`src/rtl/shift_extend_unit.sv`:
```
// Immediate widener (sign/zero/upper-half) with an optional one-bit-per-cycle
// shifter for branch offsets, LUI and variable shifts, driven by start/done.
module shift_extend_unit #(
    parameter int IN_W    = 16,
    parameter int OUT_W   = 32,
    parameter int SHAMT_W = 5
) (
    input  logic               clk,
    input  logic               rst_n,
    input  logic               start,
    input  logic [IN_W-1:0]    in,
    input  logic [2:0]         mode,
    input  logic [SHAMT_W-1:0] shamt,
    output logic               busy,
    output logic               done,
    output logic [OUT_W-1:0]   out
);

    localparam int CNT_W = $clog2(OUT_W + 1);

    localparam logic [2:0] M_SEXT = 3'd0;
    localparam logic [2:0] M_ZEXT = 3'd1;
    localparam logic [2:0] M_SLL  = 3'd2;
    localparam logic [2:0] M_SRL  = 3'd3;
    localparam logic [2:0] M_SRA  = 3'd4;
    localparam logic [2:0] M_LUI  = 3'd5;

    typedef enum logic [1:0] {IDLE, SHIFT, DONE} state_t;

    state_t           state;
    logic [OUT_W-1:0] acc;
    logic [CNT_W-1:0] cnt;
    logic [2:0]       mode_q;

    logic [OUT_W-1:0] sext_val;
    logic [OUT_W-1:0] zext_val;
    logic [OUT_W-1:0] ext_val;
    logic [OUT_W-1:0] shift_val;
    logic [CNT_W-1:0] cnt_load;
    logic             is_shift;
    logic             accept;

    // start is a request accepted on any edge where the unit is IDLE or DONE
    // (busy low); done pulses for one cycle together with the new out value.
    assign accept = start && (state != SHIFT);

    always_comb begin
        sext_val = OUT_W'(signed'(in));
        zext_val = OUT_W'(in);
        ext_val  = '0;
        case (mode)
            M_SEXT, M_SLL, M_SRA: ext_val = sext_val;
            M_ZEXT, M_SRL:        ext_val = zext_val;
            M_LUI:                ext_val = zext_val << (OUT_W - IN_W);
            default:              ext_val = '0;
        endcase
    end

    // Shift counts beyond the width saturate; OUT_W single-bit steps already
    // produce the all-zero or all-sign result.
    always_comb begin
        is_shift = (mode == M_SLL) || (mode == M_SRL) || (mode == M_SRA);
        cnt_load = '0;
        if (is_shift) begin
            if (32'(shamt) >= 32'(OUT_W))
                cnt_load = CNT_W'(OUT_W);
            else
                cnt_load = CNT_W'(shamt);
        end
    end

    always_comb begin
        shift_val = acc;
        case (mode_q)
            M_SLL:   shift_val = acc << 1;
            M_SRL:   shift_val = acc >> 1;
            M_SRA:   shift_val = OUT_W'(signed'(acc) >>> 1);
            default: shift_val = acc;
        endcase
    end

    always_ff @(posedge clk or negedge rst_n) begin
        if (!rst_n) begin
            state  <= IDLE;
            acc    <= '0;
            cnt    <= '0;
            mode_q <= '0;
            out    <= '0;
        end else begin
            case (state)
                IDLE, DONE: begin
                    if (accept) begin
                        acc    <= ext_val;
                        mode_q <= mode;
                        cnt    <= cnt_load;
                        if (cnt_load == '0) begin
                            state <= DONE;
                            out   <= ext_val;
                        end else begin
                            state <= SHIFT;
                        end
                    end else begin
                        state <= IDLE;
                    end
                end
                SHIFT: begin
                    acc <= shift_val;
                    cnt <= cnt - CNT_W'(1);
                    if (cnt == CNT_W'(1)) begin
                        state <= DONE;
                        out   <= shift_val;
                    end
                end
                default: state <= IDLE;
            endcase
        end
    end

    assign busy = (state == SHIFT);
    assign done = (state == DONE);

endmodule

```
`config.mk`:
```
export PLATFORM = sky130hd
export DESIGN_NAME = shift_extend_unit
export DESIGN_NICKNAME = d
export VERILOG_FILES = /design/src/rtl/shift_extend_unit.sv
export SDC_FILE = /design/constraint.sdc
export NUM_CORES = 1
export LEC_CHECK = 0
export ABC_AREA = 1
export CAP_MARGIN = 15
export CORE_ASPECT_RATIO = 0.7
export CORE_MARGIN = 2
export CORE_UTILIZATION = 56
export CTS_BUF_LIST = sky130_fd_sc_hd__clkbuf_16
export CTS_CLUSTER_SIZE = 16
export DETAILED_ROUTE_END_ITERATION = 7
export HOLD_SLACK_MARGIN = 0.06
export PLACE_DENSITY = 0.78
export SYNTH_ARGS = -nofsm -noshare
export SYNTH_HDL_FRONTEND = slang
export SYNTH_SLANG_ARGS = --single-unit
```
`constraint.sdc`:
```
create_clock -name clk -period 1.9 [get_ports clk]
set_clock_uncertainty 0.1 [all_clocks]
set_input_delay 0.19 -clock clk [delete_from_list [all_inputs] [get_ports clk]]
set_output_delay 0.19 -clock clk [all_outputs]
set_load 0.01 [all_outputs]
```
==> results.yml <==
setup_path:
  critPathCaptureType: "flop"
  critPathMaxFanout: 12
  start_kind: "flop"
  rr_worst_depth: 10
  path_cells: "buf_4 > nand3_1 > buf_4 > nor2_1 > nor2_1 > nand2_1 > nand2_1 > nand2_1 > nand2_1 > nand2_1"
  crit_type: "flop to flop"
  cp.required_ns: 2.03
  crit_top_cell: "nand2_1"
  worstPathArrival_ns: 1.93
  crit_path_top_delay_cell: "dfrtp_1"
  slowest_delay_ns: 0.44
synth:
  synth_seq_cells: 75
  synthesis.area_um2: 4760
  synthCells: 748
  synth_fp_nets: 777
  syn_area_per_cell_um2: 6.37
  ys_types: 27
  async_flop_share_pct: 100
  synth_area_leaders: "dfrtp_1, nand2_1, nand3_1"
  netlist.area_leader.share_pct: 39.4
  ys_seq_area_share_pct: 39.4
  synth_top_flop_cell: "dfrtp_1"
  synth_warnings: 0
  synth_edf_count: 0
  yosysTopAreaCell: "dfrtp_1"
clock_network:
  cts-root-buf: "clkbuf_16"
  cts_inserted_buffers: 9
  cts_setup_buffers: 0
  cts_tree: "built"
  clk_pin_slew_ns: 0.06
  cts_sinks: 75
  htreeDepth: 3
  cts.path.max_buffers: 2
  clkLatencyLatePin_ns: 0.34
timing:
  relSlewSlack_pct: 63.0
  period_share_pct: 94.8
  timing.final.crit_period_ns: 1.80
  report.final.slew_viol_count: 0
  hold_violations: 0
  fin_ws_ns: 0.0991
  worstMarginPinSlew_ns: 0.554
  hold-worst-slack_ns: 0.303
  setup_viol: 0
  rsz0062_at_grt: "false"
  clock.fmax_mhz: 555
  setup_tns_ns: 0
cells_and_area:
  design_area_um2: 6020
  nets: 841
  drive_gt1_share_pct: 8.81
  post-route-util_pct: 72.2
  finalNonFillerCells: 922
  antenna_cells: 0
  areaGrowthSynthToFinish_pct: 26.4
drt:
  ant_nets: 0
  vias: 5401
  drc: 0
  drt_wl_total_um: 16000
  first_pass_iters: 5
  first_iter_violations: 798
  viasPerCell: 5.86
  drt-wirelength-per-cell_um: 17.4
grt:
  grt_pass1_wl_um: 25900
  grt_use_total_pct: 36.5
  overflow: 0
  grt_max_degree: 76
  grt_pass1_vias: 4937
  antenna_found_initial: 0
placed_design:
  placed_cells: 904
  pre_cts_slack_ns: -0.157
  gp_congestion: 1.01
  dpl_cell_area_um2: 5620
  dpl.hpwl_um: 10600
  numPortBuffers: 60
floorplan:
  die_y_um: 81.2
  initial_core_util_pct: 57.1
  rows: 28
  die_w_um: 114
  ios: 61
  dieArea_um2: 9270
  core_um2: 8340
power:
  ir_drop_uv: 1120
  power.density_nw_per_um2: 1730
  leakage_nw: 3.26
  power_mw: 10.4
run:
  maxCapViolations: 0
min_path:
  hold_class: "input pin to asynchronous set/reset pin"
outcome:
  status: "complete, no violations"
routing by layer:
metal | up-vias | track usage [%] | wire length [um]
met3 | 59 | 10.4 | 2120
li1 | 2497 | - | -
met5 | - | 0 | 0
met1 | 2475 | 54.0 | 6860
met4 | 0 | 11.6 | 523
met2 | 370 | 51.6 | 6530
Yosys cell counts, types with 2 or more instances:
library cell,count
buf_4,2
dfrtp_1,75
nand2_1,342
o221ai_1,2
xor2_1,2
buf_2,20
ha_1,2
inv_1,46
o21ai_0,7
nor2_1,76
nor3_1,2
a21oi_1,15
clkbuf_1,17
inv_2,2
o211ai_1,2
nand3_1,86
buf_1,8
nand4_1,30
nand2_2,4
kinds of logic after synthesis:
| logic type | synth area share [%] |
|---|---|
| buffers and inverters | 8.41 |
| XOR/XNOR | 0.368 |
| AND/OR/NAND/NOR | 47.3 |
| adder cells (fa/ha/maj) | 0.525 |
| AO/OA/AOI/OAI | 3.97 |
| flip-flops | 39.4 |
what timing repair did:
| action | CTS | global route |
|---|---|---|
| setup endpoints to repair | 1 | 50 |
| hold buffers | 1 | 0 |
| endpoints found under the hold margin | 75 | 0 |
| gates cloned | 1 | 0 |
| gates resized for setup | 2 | 7 |
state kept, by name (all words and copies together), names as in the netlist:
| signal | flops |
|---|---|
| cnt | 6 |
| out | 32 |
| state | 2 |
| acc | 32 |
| mode_q | 3 |
worst max-delay path, delay by kind of cell, from the launching register on:
family,cells,cell delay [ns]
AND/OR/NAND/NOR,8,0.75
flip-flops,1,0.44
buffers and inverters,2,0.40
power by group:
group	switching, mW	leakage, nW	internal [mW]
clock network	0.722	0.162	1.16
logic	3.57	2.12	2.09
registers	0.648	0.977	2.22
total	4.94	3.26	5.47
cell usage in the layout (no fill, tap or decap), types with 2 or more instances in the layout:
master and count:
clkdlybuf4s50_1 58, nor2_1 75, nand3_1 86, dfrtp_1 75
nand2_2 4, inv_1 46, buf_4 33, buf_12 6
nand2_1 342, o21ai_0 7, a21oi_1 15, o221ai_1 2
inv_6 3, o211ai_1 2, nand4_1 30, ha_1 2
bufinv_16 2, xor2_1 2, inv_2 3, clkbuf_16 9
final cells by class:
type                       count  area (um2)
clock buffer                   9         225
clock inverter                 7        98.8
tap                          105         131
fill                         683        2320
multi-input combinational    577        2500
inverter                      48         180
sequential                    75        1880
timing repair buffer         101        1000
path summary, 6_finish.rpt:
check                           startpoint       to  slack (ns)
worst max-delay path             mode_q[1]  out[29]         0.1
worst min-delay path                 rst_n   out[9]        0.30
worst max register to register   mode_q[1]  out[29]         0.1
worst min register to register      out[9]   out[9]        0.41
max in group asynchronous            rst_n  acc[18]        1.06
min in group clk                    out[9]   out[9]        0.41
(Power assumes the default switching activity.)
